===== src/rtl/txsympack_if.sv =====
// Bit-source handshake and symbol output bundle for txsympack.
interface txsympack_if #(
    parameter int SYMW = 3
);
    // A bit transfers on every clock edge where in_valid && in_ready; in_bit is held stable while
    // in_valid is high. sym/sym_bits carry meaning only in the single cycle sym_valid is high.
    logic            in_bit;
    logic            in_valid;
    logic            in_ready;
    logic [SYMW-1:0] sym;
    logic [1:0]      sym_bits;
    logic            sym_valid;

    modport master (
        input  in_bit, in_valid,
        output in_ready, sym, sym_bits, sym_valid
    );

    modport slave (
        output in_bit, in_valid,
        input  in_ready, sym, sym_bits, sym_valid
    );
endinterface


===== src/rtl/txsympack.sv =====
// BR/EDR transmit symbol packer: HDR, guard, sync, payload (1-3 bits/symbol), optional trailer.
// Optional EDR trailer is enabled by defining TXSYMPACK_TRAILER_EN.
module txsympack #(
    parameter int                   SYMW      = 3,
    parameter int                   GUARD_US  = 5,
    parameter int                   SYNC_SYMS = 11,
    parameter logic [SYNC_SYMS-1:0] SYNC_SEQ  = 11'b10100110101
) (
    input  logic              clk_6M,
    input  logic              rst,
    input  logic              p_1us,
    input  logic              tx_packet_st_p,
    input  logic              abort,
    input  logic [1:0]        edr_mode,
    input  logic [7:0]        hdr_bits,
    input  logic [12:0]       py_bits,
    txsympack_if.master       bus,
    output logic              txbit_period,
    output logic              edr_guard,
    output logic              edr_sync,
    output logic              busy,
    output logic              done_p,
    output logic              underrun,
    output logic [2:0]        fsm_state
);

    localparam int CMAX = (GUARD_US > SYNC_SYMS) ? GUARD_US : SYNC_SYMS;
    localparam int CW   = $clog2(CMAX + 1);

`ifdef TXSYMPACK_TRAILER_EN
    typedef enum logic [2:0] {S_IDLE, S_HDR, S_GUARD, S_SYNC, S_PAY, S_TRAIL} state_t;
`else
    typedef enum logic [2:0] {S_IDLE, S_HDR, S_GUARD, S_SYNC, S_PAY} state_t;
`endif

    state_t          state, state_n;
    logic [1:0]      edr_q, edr_n;
    logic [12:0]     py_q, py_n;
    logic [12:0]     rem, rem_n;
    logic [SYMW-1:0] buf_q, buf_n;
    logic [1:0]      cnt, cnt_n;
    logic [CW-1:0]   ph, ph_n;
    logic [SYMW-1:0] sym_q, sym_n;
    logic [1:0]      symb_q, symb_n;
    logic            symv_q, symv_n;
    logic            done_q, done_n;
    logic            und_q, und_n;

    logic [1:0]      k, n, eff_cnt;
    logic [SYMW-1:0] eff_buf, packed_sym;
    logic            in_ready_c, accept;
    logic [SYNC_SYMS-1:0] sync_word;
    logic [1:0]      mode_sel;
    logic [12:0]     py_sel;
    state_t          post_state, fin_state;
    logic [12:0]     post_rem;
    logic            post_done, fin_done;

    function automatic logic is_edr(input logic [1:0] m);
        return (m == 2'd1) || (m == 2'd2);
    endfunction

    always_comb begin
        k = 2'd1;
        if (state != S_HDR) begin
            case (edr_q)
                2'd1:    k = 2'd2;
                2'd2:    k = 2'd3;
                default: k = 2'd1;
            endcase
        end
    end

    assign n          = (rem < 13'(k)) ? rem[1:0] : k;
    assign in_ready_c = !abort && (state == S_HDR || state == S_PAY) && (cnt < n);
    assign accept     = in_ready_c && bus.in_valid;
    assign eff_buf    = accept ? {buf_q[SYMW-2:0], bus.in_bit} : buf_q;
    assign eff_cnt    = cnt + {1'b0, accept};
    // Used bits sit at the top of the k-bit field; missing or padding bits fill the low end with 0.
    assign packed_sym = eff_buf << (k - eff_cnt);
    assign sync_word  = SYNC_SEQ << ph;

    // A header-less start must decide its route from the live inputs, not the latched copies.
    assign mode_sel = (state == S_IDLE) ? edr_mode : edr_q;
    assign py_sel   = (state == S_IDLE) ? py_bits  : py_q;

    always_comb begin
        post_state = S_PAY;
        post_rem   = py_sel;
        post_done  = 1'b0;
        if (is_edr(mode_sel)) begin
            post_state = S_GUARD;
        end else if (py_sel == 13'd0) begin
            post_state = S_IDLE;
            post_done  = 1'b1;
        end
    end

    always_comb begin
        fin_state = S_IDLE;
        fin_done  = 1'b1;
`ifdef TXSYMPACK_TRAILER_EN
        if (is_edr(edr_q)) begin
            fin_state = S_TRAIL;
            fin_done  = 1'b0;
        end
`endif
    end

    always_comb begin
        state_n = state;
        edr_n   = edr_q;
        py_n    = py_q;
        rem_n   = rem;
        buf_n   = buf_q;
        cnt_n   = cnt;
        ph_n    = ph;
        sym_n   = sym_q;
        symb_n  = symb_q;
        symv_n  = 1'b0;
        done_n  = 1'b0;
        und_n   = und_q;
        if (abort) begin
            state_n = S_IDLE;
            buf_n   = '0;
            cnt_n   = '0;
            ph_n    = '0;
        end else begin
            if (accept) begin
                buf_n = eff_buf;
                cnt_n = eff_cnt;
            end
            case (state)
                S_IDLE: begin
                    if (tx_packet_st_p) begin
                        edr_n = edr_mode;
                        py_n  = py_bits;
                        und_n = 1'b0;
                        ph_n  = '0;
                        buf_n = '0;
                        cnt_n = '0;
                        if (hdr_bits != 8'd0) begin
                            state_n = S_HDR;
                            rem_n   = 13'(hdr_bits);
                        end else begin
                            state_n = post_state;
                            rem_n   = post_rem;
                            done_n  = post_done;
                        end
                    end
                end
                S_HDR, S_PAY: begin
                    if (p_1us) begin
                        sym_n  = packed_sym;
                        symb_n = n;
                        symv_n = 1'b1;
                        buf_n  = '0;
                        cnt_n  = '0;
                        if (eff_cnt < n) und_n = 1'b1;
                        rem_n = rem - 13'(n);
                        if (rem == 13'(n)) begin
                            if (state == S_HDR) begin
                                state_n = post_state;
                                rem_n   = post_rem;
                                done_n  = post_done;
                            end else begin
                                state_n = fin_state;
                                done_n  = fin_done;
                            end
                        end
                    end
                end
                S_GUARD: begin
                    if (p_1us) begin
                        if (ph == CW'(GUARD_US - 1)) begin
                            ph_n    = '0;
                            state_n = S_SYNC;
                        end else begin
                            ph_n = ph + 1'b1;
                        end
                    end
                end
                S_SYNC: begin
                    if (p_1us) begin
                        sym_n    = '0;
                        sym_n[0] = sync_word[SYNC_SYMS-1];
                        symb_n   = 2'd1;
                        symv_n   = 1'b1;
                        if (ph == CW'(SYNC_SYMS - 1)) begin
                            ph_n = '0;
                            if (py_q != 13'd0) begin
                                state_n = S_PAY;
                                rem_n   = py_q;
                            end else begin
                                state_n = fin_state;
                                done_n  = fin_done;
                            end
                        end else begin
                            ph_n = ph + 1'b1;
                        end
                    end
                end
`ifdef TXSYMPACK_TRAILER_EN
                S_TRAIL: begin
                    if (p_1us) begin
                        sym_n  = '0;
                        symb_n = k;
                        symv_n = 1'b1;
                        if (ph == CW'(1)) begin
                            ph_n    = '0;
                            state_n = S_IDLE;
                            done_n  = 1'b1;
                        end else begin
                            ph_n = ph + 1'b1;
                        end
                    end
                end
`endif
                default: state_n = S_IDLE;
            endcase
        end
    end

    always_ff @(posedge clk_6M or posedge rst) begin
        if (rst) begin
            state  <= S_IDLE;
            edr_q  <= '0;
            py_q   <= '0;
            rem    <= '0;
            buf_q  <= '0;
            cnt    <= '0;
            ph     <= '0;
            sym_q  <= '0;
            symb_q <= '0;
            symv_q <= 1'b0;
            done_q <= 1'b0;
            und_q  <= 1'b0;
        end else begin
            state  <= state_n;
            edr_q  <= edr_n;
            py_q   <= py_n;
            rem    <= rem_n;
            buf_q  <= buf_n;
            cnt    <= cnt_n;
            ph     <= ph_n;
            sym_q  <= sym_n;
            symb_q <= symb_n;
            symv_q <= symv_n;
            done_q <= done_n;
            und_q  <= und_n;
        end
    end

    assign bus.in_ready  = in_ready_c;
    assign bus.sym       = sym_q;
    assign bus.sym_bits  = symb_q;
    assign bus.sym_valid = symv_q;
    assign busy          = (state != S_IDLE);
    assign txbit_period  = (state != S_IDLE);
    assign edr_guard     = (state == S_GUARD);
    assign edr_sync      = (state == S_SYNC);
    assign done_p        = done_q;
    assign underrun      = und_q;
    assign fsm_state     = state;

endmodule


===== src/flat_wrapper.sv =====
// flat-port wrapper written by rule: the top's interface ports become plain ports
module txsympack_flat 
#(
    parameter int                   SYMW      = 3,
    parameter int                   GUARD_US  = 5,
    parameter int                   SYNC_SYMS = 11,
    parameter logic [SYNC_SYMS-1:0] SYNC_SEQ  = 11'b10100110101
)
  (clk_6M, rst, p_1us, tx_packet_st_p, abort, edr_mode, hdr_bits, py_bits, txbit_period, edr_guard, edr_sync, busy, done_p, underrun, fsm_state, bus_in_bit, bus_in_valid, bus_in_ready, bus_sym, bus_sym_bits, bus_sym_valid);
  txsympack_if #(.SYMW(SYMW)) bus_i ();
  input  logic clk_6M;
  input  logic rst;
  input  logic p_1us;
  input  logic tx_packet_st_p;
  input  logic abort;
  input  logic [1:0] edr_mode;
  input  logic [7:0] hdr_bits;
  input  logic [12:0] py_bits;
  output logic txbit_period;
  output logic edr_guard;
  output logic edr_sync;
  output logic busy;
  output logic done_p;
  output logic underrun;
  output logic [2:0] fsm_state;
  input wire logic [$bits(bus_i.in_bit)-1:0] bus_in_bit;
  input wire logic [$bits(bus_i.in_valid)-1:0] bus_in_valid;
  output wire logic [$bits(bus_i.in_ready)-1:0] bus_in_ready;
  output wire logic [$bits(bus_i.sym)-1:0] bus_sym;
  output wire logic [$bits(bus_i.sym_bits)-1:0] bus_sym_bits;
  output wire logic [$bits(bus_i.sym_valid)-1:0] bus_sym_valid;
  assign bus_i.in_bit = bus_in_bit;
  assign bus_i.in_valid = bus_in_valid;
  assign bus_in_ready = bus_i.in_ready;
  assign bus_sym = bus_i.sym;
  assign bus_sym_bits = bus_i.sym_bits;
  assign bus_sym_valid = bus_i.sym_valid;
  txsympack #(.SYMW(SYMW), .GUARD_US(GUARD_US), .SYNC_SYMS(SYNC_SYMS), .SYNC_SEQ(SYNC_SEQ)) u_core (.clk_6M(clk_6M), .rst(rst), .p_1us(p_1us), .tx_packet_st_p(tx_packet_st_p), .abort(abort), .edr_mode(edr_mode), .hdr_bits(hdr_bits), .py_bits(py_bits), .bus(bus_i), .txbit_period(txbit_period), .edr_guard(edr_guard), .edr_sync(edr_sync), .busy(busy), .done_p(done_p), .underrun(underrun), .fsm_state(fsm_state));
endmodule

===== config.mk =====
export PLATFORM = sky130hd
export DESIGN_NAME = txsympack_flat
export DESIGN_NICKNAME = d
export VERILOG_FILES = /design/src/rtl/txsympack_if.sv /design/src/rtl/txsympack.sv /design/src/flat_wrapper.sv
export SDC_FILE = /design/constraint.sdc
export NUM_CORES = 1
export LEC_CHECK = 0
export CORE_MARGIN = 3
export CORE_UTILIZATION = 55
export CTS_BUF_LIST = sky130_fd_sc_hd__clkbuf_4
export DETAILED_ROUTE_END_ITERATION = 8
export GPL_TIMING_DRIVEN = 0
export PLACE_DENSITY = 0.79
export REMOVE_ABC_BUFFERS = 1
export SETUP_SLACK_MARGIN = 0.4
export SLEW_MARGIN = 40
export SYNTH_ARGS = -nofsm -noshare
export SYNTH_HDL_FRONTEND = slang
export SYNTH_SLANG_ARGS = --single-unit

===== constraint.sdc =====
create_clock -name clk_6M -period 8.27 [get_ports clk_6M]
set_input_delay 1.654 -clock clk_6M [delete_from_list [all_inputs] [get_ports clk_6M]]
set_output_delay 1.654 -clock clk_6M [all_outputs]
set_load 0.03 [all_outputs]

# --- Word-level counts from Yosys, hierarchy flattened ---
# Index checks and enable logic that the tools add are counted.
# W data, S select, Z words.
classes:
  n_lt_le_gt_ge: 3
  shifts: 2
  reduce_logical: 23
  n_bitwise: 1
  eq_ne: 25
  mux: 71
  n_addsub: 4
ops:
  columns: ["operator", "n"]
  rows:
  - ["$mux W13", 9]
  - ["$mux W3", 20]
  - ["$pmux W13 S3", 1]
  - ["$mux W4", 6]
  - ["$mux W2", 9]
  - ["$mux W1", 17]
  - ["$reduce_and A7 Y1", 2]
  - ["$eq A13 B2 Y1", 1]
  - ["$logic_not A13 Y1", 1]
  - ["$lt A13 B2 Y1", 1]
  - ["$reduce_bool A13 Y1", 1]
  - ["$sub A13 B2 Y13", 1]
  - ["$ne A3 B3 Y1 const B", 4]
  - ["$pmux W2 S2", 3]
  - ["$pmux W3 S2", 2]
  - ["$pmux W3 S4", 1]
  - ["$pmux W4 S3", 1]
  - ["$shl A11 B4 Y11 const A", 1]
  - ["$ne A3 B2 Y1 const B", 3]
  - ["$reduce_and A4 Y1", 2]
  - ["$reduce_bool A8 Y1", 1]
  - ["$eq A3 B2 Y1 const B", 2]
  - ["$ne A2 B1 Y1 const B", 3]
  - ["$ne A2 B2 Y1 const B", 3]
  - ["other kinds (26)", 34]
totals:
  out_inout_bits: 16
  ff_bits: 48
  wordCells: 141

# --- Logic depth before layout (Yosys ltp) ---
# Gate-level depths: netlist of the first run.
depth:
  ltp_word: 13
  mapped_depth: 19
  depth_no_buf: 17

# --- Worst setup path after synthesis of the first run ---
# OpenSTA, ideal clock, no wires.
synth_path:
  path_kind: "reg-to-output"
  start: "reg u_core.state[0], in the netlist u_core.fsm_state[0]"
  end: "out bus_in_ready"
  stages_incl_launch_ff: 12
  arrival_time_ns: 3.197
  path_slack_ns: 3.419
  path_cell_list: "dfrtp_1 buf_2 nor3b_4 or2_2 clkbuf_2 ha_1 nor3_1 nand4_2 nor3_1 nor2_1 maj3_1 nor3_1"
synth_between:
  elab_chain_cells: 6
  elab_cells_between_ends: 10
synth_lines:
  columns: ["item", "line", "rtl"]
  rows:
  - ["start, declared", "txsympack.sv:36", "state_t state, state_n;"]
  - ["start signal, assigned", "txsympack.sv:239", "state <= state_n;"]
  - ["$ne A3 B1 Y1", "txsympack.sv:65", "if (state != S_HDR) begin"]
  - ["$mux W2", "txsympack.sv:65", null]
  - ["$lt A13 B2 Y1", "txsympack.sv:74", "assign n = (rem < 13'(k)) ? rem[1:0] : k;"]
  - ["$mux W2", "txsympack.sv:74", null]
  - ["$lt A2 B2 Y1", "txsympack.sv:75", "assign in_ready_c = !abort && (state == S_HDR || state == S_PAY) && (cnt < n);"]
  - ["$logic_and A1 B1 Y1 *", "txsympack.sv:75", null]
  - ["end, declared", "flat_wrapper.sv:28", "output wire logic [$bits(bus_i.in_ready)-1:0] bus_in_ready;"]
# Every way passes the cells marked *; elsewhere a longest branch is shown, timed or not.

# --- Worst setup path in the final report of the first run ---
layout_path:
  start: "reg u_core.state[1], in the netlist u_core.fsm_state[1]"
  end: "out bus_in_ready"
# Same word-level chain as after synthesis.

==> flow_metrics.py, run 1 <==
metrics = {
    "run_status": {
        "outcome": "complete, no violations",
    },
    "timing": {
        "finalSetupViolCount": 0,
        "final_critical_path_time_including_i_o_delays_and_setup_ps": 5800,
        "fmaxAchievable_mhz": 173,
        "final-max-slew-violation-count": 0,
        "rsz_0062_raised_after_global_routing": "false",
        "tns_ps": 0,
        "worst_slew_margin_rel_pct": 47.0,
        "final-hold-violation-count": 0,
        "timing.final.crit_share_pct": 70.1,
        "max_slew.worst_pin.slew_ps": 796,
        "final.setup_skew_ps": 14.3,
    },
    "yosys": {
        "synth_top_cell_area_share_pct": 33.7,
        "synth_flop_cell": "dfrtp_1",
        "synth.top_cells.by_area": "dfrtp_1 (34%), mux2_2 (5.4%), nand2_1 (5.3%)",
        "post_synth.cell_area_avg_um2": 8.44,
        "post_synth_inst_count": 422,
        "synth_top_cell_by_area": "dfrtp_1",
        "synth-compound-area-share_pct": 22.6,
        "yosys.area_share.adder_pct": 3.44,
        "synth_xor_xnor_area_share_pct": 2.71,
        "synth.ff_latch_count": 48,
        "synth_top_family_by_area": "simple AND/OR/NAND/NOR gates",
        "yosysSeqAreaShare_pct": 33.7,
        "asyncSetResetFlopFracSynth_pct": 100,
        "synth_simple_gate_area_share_pct": 23.4,
        "synth_cell_type_count": 70,
        "post_synth_instance_area_um2": 3560,
        "yosys-mux-area-fraction_pct": 9.03,
        "ys_warn_count": 0,
        "count_of_flip_flops_with_a_built_in_enable_after_synthesis": 0,
    },
    "detailed_routing": {
        "routed_wire_length_per_instance_um": 18.3,
        "drt_iter0_markers": 239,
        "detail-route-antenna-nets": 0,
        "remaining_drc_errors": 0,
        "routed-via-count": 3438,
        "wirelength_um": 9670,
        "routed_via_density": 6.51,
        "firstDrtPassIters": 9,
    },
    "setup_path": {
        "most_numerous_cell_on_the_critical_path": "nor3_1",
        "regToRegSetupSlack_ps": 3620,
        "critical_path.max_stage_delay_ps": 850,
        "worst_setup_path_endpoint": "bus_in_ready",
        "worst_reg2reg_path_length_in_cells": 15,
        "path_class": "flip-flop to primary output",
        "cp_max_fo": 20,
        "rr_endpoint": "u_core.bus.sym[2]$_DFFE_PP0P_",
        "end_kind": "primary output",
        "reg2reg_from": "u_core.fsm_state[1]$_DFFE_PP0P_",
        "startpoint_type": "flip-flop",
        "worstPathRequired_ps": 6620,
        "critical_path_top_delay_cell": "dfrtp_1",
        "cp.arrival_ps": 4140,
        "crit_path_cell_trace": "nor3b_4 -> or2_2 -> ha_1 -> nor3_1 -> nand4_2 -> nor3_1 -> nor2_1 -> maj3_1 -> nor3_1 -> clkdlybuf4s50_1",
        "setup.worst_path.start": "u_core.fsm_state[1]$_DFFE_PP0P_",
    },
    "hold_path": {
        "min_path_type": "flip-flop to flip-flop",
        "worst_hold_path.num_cells": 1,
    },
    "power_and_ir_drop": {
        "irDropWorstVdd_mv": 0.286,
        "powerDensity_nw_per_um2": 383,
        "total_leakage_power_nw": 1.63,
    },
    "clock_network": {
        "cts-htree-levels": 2,
        "clock_tree_from_tritoncts": "built",
        "clock_sink_count": 48,
        "post-cts-setup-buffers": 0,
        "clk_transition_reported_paths_ps": 140,
        "cts_inserted_buffers": 5,
        "cts_max_path_buffers": 2,
        "hold_buffers": 0,
        "cts.repair.resized": 0,
        "clock_insertion_delay_worst_skew_ps": 360,
        "ctsRootBufferMaster": "clkbuf_4",
    },
    "global_routing": {
        "wire_length_of_the_first_global_routing_pass_um": 16200,
        "grt_util_all_layers_pct": 27.0,
        "gr-total-overflow": 0,
        "grt_start_max_net_pins": 32,
        "antenna_found_initial": 0,
        "via_count_of_the_first_global_routing_pass": 3321,
    },
    "cells_and_area": {
        "mostFrequentLayoutCells": "nand2_1 (50), dfrtp_1 (46), clkdlybuf4s50_1 (45)",
        "layout.cells.most_common": "nand2_1",
        "layout-drive-gt1-share_pct": 10.6,
        "synthToLayoutAreaGrowth_pct": 14.5,
        "nNetsFinal": 492,
        "layout.core_utilization_pct": 66.9,
        "fillCellCount": 546,
        "final-seq-area_um2": 1200,
        "antenna-diode-count": 0,
        "area_of_the_multi_input_gates_um2": 2190,
    },
    "floorplanning": {
        "floorplan.initialDensity_pct": 58.4,
        "die_width_um": 86.5,
        "die_height_um": 86.5,
        "die_area_um2": 7470,
        "design.core.area_um2": 6100,
        "ioPinCount": 46,
        "row_count": 28,
    },
    "job": {
        "cap_violations": 0,
    },
    "place": {
        "io_buffer_count": 45,
        "gp_routability_congestion": 0.886,
        "dpl.hpwl_um": 7350,
    },
}
## registers in the layout, summed over array words and instances, names as in the netlist, 2 cells and up
| signal | count |
|---|---|
| u_core.cnt | 2 |
| u_core.buf_q | 3 |
| u_core.bus.sym | 3 |
| u_core.edr_q | 2 |
| u_core.ph | 4 |
| u_core.rem | 13 |
| u_core.py_q | 13 |
| u_core.fsm_state | 3 |
| u_core.bus.sym_bits | 2 |
## per-layer routing
metal	wire length, um	global-route usage (%)	vias to the layer above	share of wire (%)
met5	0	0	-	0
met4	231	10.8	0	2.4
met3	676	4.28	22	7.0
met2	4520	41.7	148	47
met1	4240	37.9	1648	44
li1	-	-	1620	-
## cell families (layout without fill, tap and decap cells)
kind of cell,count (synthesis),in the layout
simple gates,158,158
compound gates,126,126
flops,48,48
buf+inv,39,70
mux,30,30
xor+xnor,11,11
fa+ha+maj,10,10
## worst max-delay path, delay by kind of cell (launching register included)
family	cells	cell delay (ps)
fa+ha+maj	2	590
buf+inv	1	710
flops	1	850
simple gates	7	1620
## area by class of cell
cell class	count	area share, %
Tap cell	75	2.30
Multi-Input combinational cell	335	53.8
Timing Repair Buffer	46	11.5
Clock buffer	6	1.10
Clock inverter	1	0.123
Sequential cell	48	29.5
Inverter	17	1.63
## through the flow
stage / cell area, um^2 / hold slack (ps) / setup WS [ps] / power [mW] / instances
floorplan: 3450 / 477 / 3280 / 1.14 / 400
global placement: 3990 / 466 / 2820 / 1.40 / 520
detailed placement: 4020 / 497 / 2770 / 1.43 / 521
CTS: 4070 / 526 / 2370 / 1.54 / 528
global route: 4080 / 544 / 2240 / 1.69 / 528
finish: 4080 / 522 / 2470 / 1.56 / 528
## synthesized netlist by cell type (all sizes together), types with 3 or more instances
| master | count |
|---|---|
| a211oi | 4 |
| o21ai | 42 |
| clkbuf | 12 |
| ha | 9 |
| mux2i | 13 |
| nand3 | 9 |
| nand2 | 50 |
| nor2 | 39 |
| nor4b | 3 |
| mux2 | 17 |
| a21o | 3 |
| o211ai | 5 |
| nor4 | 12 |
| or2 | 4 |
| o22ai | 6 |
| nor3 | 14 |
| o21a | 4 |
| nand4 | 6 |
| nor2b | 4 |
| xnor2 | 4 |
| and3 | 3 |
| a21oi | 27 |
| and2 | 3 |
| inv | 16 |
| buf | 10 |
| dfrtp | 48 |
| a31oi | 8 |
| a221oi | 4 |
| a32oi | 4 |
| xor2 | 7 |
## where the power goes
part           switching, mW  internal (mW)  total [mW]
logic                  0.578          0.391       0.969
clock network         0.0762         0.0348       0.111
registers              0.152          0.327       0.479
total                  0.807          0.753        1.56
## how the worst min path moves through the flow
stage / from / endpoint / slack (ps)
2_1_floorplan: u_core.ph[3]$_DFFE_PP0P_ / u_core.ph[3]$_DFFE_PP0P_ / 480
3_3_place_gp: u_core.bus.sym[1]$_DFFE_PP0P_ / u_core.bus.sym[1]$_DFFE_PP0P_ / 470
3_5_place_dp: u_core.bus.sym[1]$_DFFE_PP0P_ / u_core.bus.sym[1]$_DFFE_PP0P_ / 500
4_1_cts: u_core.bus.sym[1]$_DFFE_PP0P_ / u_core.bus.sym[1]$_DFFE_PP0P_ / 530
5_1_grt: u_core.bus.sym[1]$_DFFE_PP0P_ / u_core.bus.sym[1]$_DFFE_PP0P_ / 540
6_report: u_core.bus.sym[1]$_DFFE_PP0P_ / u_core.bus.sym[1]$_DFFE_PP0P_ / 520
No activity file was read; power rests on OpenSTA's default activity.
==> run 2: changes to the inputs <==
--- a/config.mk
+++ b/config.mk
@@ -6,7 +6,7 @@
 export NUM_CORES = 1
 export LEC_CHECK = 0
 export CORE_MARGIN = 3
-export CORE_UTILIZATION = 55
+export CORE_UTILIZATION = 52
 export CTS_BUF_LIST = sky130_fd_sc_hd__clkbuf_4
 export DETAILED_ROUTE_END_ITERATION = 8
 export GPL_TIMING_DRIVEN = 0
==> constraint.sdc (replaced) <==
create_clock -name clk_6M -period 5.1 [get_ports clk_6M]
set_input_delay 1.02 -clock clk_6M [delete_from_list [all_inputs] [get_ports clk_6M]]
set_output_delay 1.02 -clock clk_6M [all_outputs]
set_load 0.03 [all_outputs]
==> flow_metrics.py, run 2 (same netlist as run 1, synthesis figures left out) <==
metrics = {
    "clock_network": {
        "cts_max_path_buffers": 2,
        "clk_transition_reported_paths_ps": 150,
        "cts_inserted_buffers": 5,
        "clock_insertion_delay_worst_skew_ps": 380,
        "hold_buffers": 0,
        "clock_tree_from_tritoncts": "built",
        "post-cts-setup-buffers": 0,
        "cts-htree-levels": 2,
        "ctsRootBufferMaster": "clkbuf_4",
        "clock_sink_count": 48,
    },
    "floorplanning": {
        "die_area_um2": 7870,
        "die_height_um": 88.7,
        "row_count": 29,
        "ioPinCount": 46,
        "design.core.area_um2": 6490,
        "die_width_um": 88.7,
        "floorplan.initialDensity_pct": 54.8,
    },
    "global_routing": {
        "wire_length_of_the_first_global_routing_pass_um": 16100,
        "via_count_of_the_first_global_routing_pass": 3233,
        "antenna_found_initial": 0,
        "grt_util_all_layers_pct": 25.9,
        "grt_start_max_net_pins": 28,
        "gr-total-overflow": 0,
    },
    "power_and_ir_drop": {
        "total_leakage_power_nw": 1.63,
        "p_total_mw": 2.56,
        "irDropWorstVdd_mv": 0.413,
        "p_int_mw": 1.23,
        "clkPwrFrac_pct": 7.5,
        "powerDensity_nw_per_um2": 623,
        "pwr-share-seq_pct": 30.6,
        "netSwitchingFraction_pct": 51.7,
        "p_sw_mw": 1.32,
        "comb_power_share_pct": 61.9,
    },
    "job": {
        "cap_violations": 0,
    },
    "place": {
        "worst_setup_slack_before_clock_tree_synthesis_ps": 240,
        "io_buffer_count": 45,
        "placed_cells": 523,
        "dpl.hpwl_um": 7310,
        "gp_routability_congestion": 0.894,
    },
    "cells_and_area": {
        "layout.cells.most_common": "nand2_1",
        "layout-drive-gt1-share_pct": 11.7,
        "finish.cell_count_without_fillers": 531,
        "antenna-diode-count": 0,
        "fillCellCount": 544,
        "nNetsFinal": 492,
        "synthToLayoutAreaGrowth_pct": 15.3,
        "mostFrequentLayoutCells": "nand2_1 (50), dfrtp_1 (45), clkdlybuf4s50_1 (44)",
        "largestRegisters": "u_core.py_q x13, u_core.rem x13, u_core.ph x4",
    },
    "timing": {
        "timing.final.crit_share_pct": 91.4,
        "smallest_setup_slack_after_layout_ps": 440,
        "final.setup_skew_ps": 18.2,
        "final-hold-violation-count": 0,
        "finalSetupViolCount": 0,
        "final-max-slew-violation-count": 0,
        "rsz_0062_raised_after_global_routing": "true",
        "tns_ps": 0,
        "final_critical_path_time_including_i_o_delays_and_setup_ps": 4660,
        "fmaxAchievable_mhz": 215,
        "worst_slew_margin_rel_pct": 46.8,
        "max_slew.worst_pin.slew_ps": 798,
    },
    "run_status": {
        "outcome": "complete, no violations",
    },
    "setup_path": {
        "worstPathRequired_ps": 4080,
        "end_kind": "primary output",
        "startpoint_type": "flip-flop",
        "reg2reg_from": "u_core.fsm_state[0]$_DFFE_PP0P_",
        "regToRegSetupSlack_ps": 640,
        "cp_max_fo": 26,
        "rr_endpoint": "u_core.bus.sym[2]$_DFFE_PP0P_",
        "worst_reg2reg_path_length_in_cells": 15,
        "cp.arrival_ps": 3640,
        "path_class": "flip-flop to primary output",
    },
    "hold_path": {
        "timing.hold.worst_endpoint": "u_core.bus.sym[1]$_DFFE_PP0P_",
        "worst_hold_path.num_cells": 1,
        "min_path_type": "flip-flop to flip-flop",
        "holdCritStartpoint": "u_core.bus.sym[1]$_DFFE_PP0P_",
    },
    "detailed_routing": {
        "routed-via-count": 3441,
        "routed_via_density": 6.48,
        "wirelength_um": 9680,
        "routed_wire_length_per_instance_um": 18.2,
        "drt_iter0_markers": 288,
        "remaining_drc_errors": 0,
        "detail-route-antenna-nets": 0,
        "firstDrtPassIters": 5,
    },
}
[run 2: cell types whose count changed in the layout (fill, tap and decap cells not counted)]
cell | before | now
clkbuf_4 | 6 | 7
a21oi_1 | 27 | 26
clkdlybuf4s50_1 | 45 | 44
dfrtp_2 | 2 | 1
nor3_2 | 1 | 2
dfrtp_1 | 46 | 45
nor3_1 | 12 | 11
clkdlybuf4s15_2 | 0 | 1
and3_2 | 0 | 1
a21oi_2 | 0 | 1
clkinv_1 | 1 | 2
clkinv_2 | 1 | 0
dfrtp_4 | 0 | 2
and3_1 | 3 | 2
[run 2: how the worst max path moves through the flow]
stage	startpoint	endpoint	slack, ps
global placement	u_core.fsm_state[2]$_DFFE_PP0P_	bus_in_ready	300
floorplan	u_core.fsm_state[2]$_DFFE_PP0P_	bus_in_ready	750
detailed placement	u_core.fsm_state[2]$_DFFE_PP0P_	bus_in_ready	240
global route	u_core.fsm_state[0]$_DFFE_PP0P_	bus_in_ready	300
finish	u_core.fsm_state[0]$_DFFE_PP0P_	bus_in_ready	440
CTS	u_core.fsm_state[0]$_DFFE_PP0P_	bus_in_ready	440
[run 2: metal layers]
metal,GRT usage [%],vias to the layer above,part of all wire (%)
met1,37.9,1649,45
met5,0,-,0
met4,6.18,0,1.3
met2,40.6,154,47
met3,3.45,17,6.1
li1,-,1621,-
[run 2: timing repair]
item / 4_1_cts / 5_1_grt
resized for setup: 8 / 4
setup endpoints to repair: 2 / 4
pin swaps: 0 / 0
[run 2: metrics by stage]
step	hold slack (ps)	utilization [%]	area, um^2
global route	557	63.2	4100
detailed placement	485	62.0	4030
floorplan	477	-	3450
CTS	521	63.0	4090
global placement	467	61.5	3990
finish	518	63.2	4100
[run 2: critical path, stage by stage, from the launching register on]
cell and delay, ps:
dfrtp_4 630, nor3b_4 230, or2_2 360, ha_1 200
nor3_1 250, nand4_2 260, o21ai_1 340, nand2_1 100
maj3_1 360, nor3_1 200, clkdlybuf4s15_2 340
[run 2: area by class of cell]
| type | instances | area [um^2] | share of cell area, % |
|---|---|---|---|
| Clock buffer | 7 | 52.6 | 1.28 |
| Clock inverter | 1 | 3.75 | 0.0915 |
| Inverter | 17 | 66.3 | 1.62 |
| Multi-Input combinational cell | 335 | 2200 | 53.7 |
| Sequential cell | 48 | 1210 | 29.5 |
| Tap cell | 77 | 96.3 | 2.35 |
| Timing Repair Buffer | 46 | 472 | 11.5 |
[run 2: power by group through the flow]
stage	combinational (mW)	clock [mW]	sequential, mW
final	1.58	0.192	0.781
after global placement	1.51	0	0.761
after global routing	1.74	0.214	0.803
after CTS	1.56	0.196	0.770
after detailed placement	1.55	0	0.776
after floorplan	1.07	0	0.774
==> variant: new RTL, config.mk and constraints of run 2 <==
Put a register stage on the output `edr_sync`, with the module's reset. The value now appears one clock later. The other outputs are not delayed to match.
--- a/src/rtl/txsympack.sv
+++ b/src/rtl/txsympack.sv
@@ -258,7 +258,13 @@
     assign busy          = (state != S_IDLE);
     assign txbit_period  = (state != S_IDLE);
     assign edr_guard     = (state == S_GUARD);
-    assign edr_sync      = (state == S_SYNC);
+    always_ff @(posedge clk_6M or posedge rst) begin
+        if (rst) begin
+            edr_sync <= '0;
+        end else begin
+            edr_sync <= (state == S_SYNC);
+        end
+    end
     assign done_p        = done_q;
     assign underrun      = und_q;
     assign fsm_state     = state;
Check against the original RTL: not equivalent (Yosys sat finds a counterexample within 10 cycles, from zero or initial values and one cycle with rst high).
==> variant against run 2 <==
Power decreased by 2.5%; final area increased by 1.6%; critical path type is now register to register; sequential cell count increased by 1; setup slack improved by 0.29 ns; synthesized area increased by 1.4%; critical path depth increased by 8; wire length decreased by 3.5%.
==> variant: results (changes against run 2) <==
Outcome
  • Status: complete, no violations

Place
  • DP Worst Slack: 0.200 ns (-0.0401 ns)
  • Routability congestion estimate: 0.914 (+2.2%)
  • Final HPWL DP: 7010 µm (-4.1%)
  • Cell Area, Placed: 0.00410 mm² (+1.9%)
  • Placed instance count: 515 (-1.5%)

Pwr
  • P_leak: 1.67 nW (+2.5%)
  • Peak supply drop: 0.000287 V (-31%)

Routing
  • Met1 wire length: 4150 µm (-4.8%)
  • Metal3 WL: 631 µm (+6.2%)
  • Drt total wl: 9340 µm (-3.5%)
  • DR vias: 3358 (-2.4%)
  • DR WL/cell: 17.9 µm (-1.9%)
  • DRT iter0 DRCs: 278 (-3.5%)

Setup path
  • Kind of critical path: register to register
  • R2r setup slk: 0.73 ns (+0.09 ns)
  • CP arrival: 4.64 ns (+1.00 ns)
  • Worst R2R Path Depth: 18 (+3)
  • Worst r2r src: u_core.edr_q[0]$_DFFE_PP0P_

Cells and area
  • NonClk Buf Share: 11.5% (-0.026 points)
  • Multi-input logic area: 0.00225 mm² (+2.2%)
  • Multi-In Gates: 326 (-2.7%)
  • Register area: 0.00123 mm² (+1.9%)
  • Fin nets: 484 (-1.6%)
  • Inverters: 15 (-2)
  • Area growth, synth to finish: 15.5%
  • Fill cells: 575 (+5.7%)
  • Layout cells sized above 1: 12.4% (+0.69 points)

STA
  • Hold slack: 0.524 ns (+0.00610 ns)
  • Max Freq: 0.229 GHz (+6.6%)
  • Relative slew slack: 48.7% (+1.9 points)

Logic synthesis
  • Post-synthesis adder-cell area fraction: 3.40% (-0.047 points)
  • Mux cell area share after synthesis: 11.4% (+2.3 points)
  • Mean Syn Cell Area: 8.80 µm² (+4.3%)
  • Commonest cells post-synth: 49 x dfrtp_1, 49 x nor2_1, 30 x nand2_1
  • Number of distinct library cells after synthesis: 71 (+1.4%)
  • Share of the synthesized area in the top cell type: 34.0% (+0.24 points)

GRT
  • Total GRT Usage: 24.7% (-1.2 points)
  • M1 GR Usage: 36.4% (-1.5 points)
  • First-pass GRT wire length: 15400 µm (-4.6%)
  • Met3 Usage GRT: 3.69% (+0.24 points)

Worst hold path
  • Hold Path Stages: 2 (+1)
-- variant: cell count changes after synthesis, sizes merged, moves of 6 or more --
cell / change
nand2: -20
o21ai: -19
nor2: +11
mux2: +7
xnor2: +6
-- variant: power groups by stage --
stage	clock [W]	sequential, W	combinational, W
after floorplan	0	0.000744	0.00109
after global placement	0	0.000735	0.00149
after detailed placement	0	0.000743	0.00152
after CTS	0.000188	0.000735	0.00154
after global routing	0.000204	0.000770	0.00172
final	0.000184	0.000744	0.00156
-- variant: worst max-delay path: stages (launching register included) --
cell	delay (ns)
dfrtp_1	0.46
ha_1	0.35
nor2_2	0.27
inv_2	0.10
ha_1	0.20
nor2_1	0.16
nand4_2	0.21
o21ai_2	0.27
a311oi_2	0.16
o21ai_2	0.26
clkinv_2	0.15
ha_1	0.33
ha_1	0.20
xnor2_1	0.15
xnor2_2	0.31
mux2_2	0.38
nand3_1	0.08
mux2_1	0.14
o211ai_1	0.08
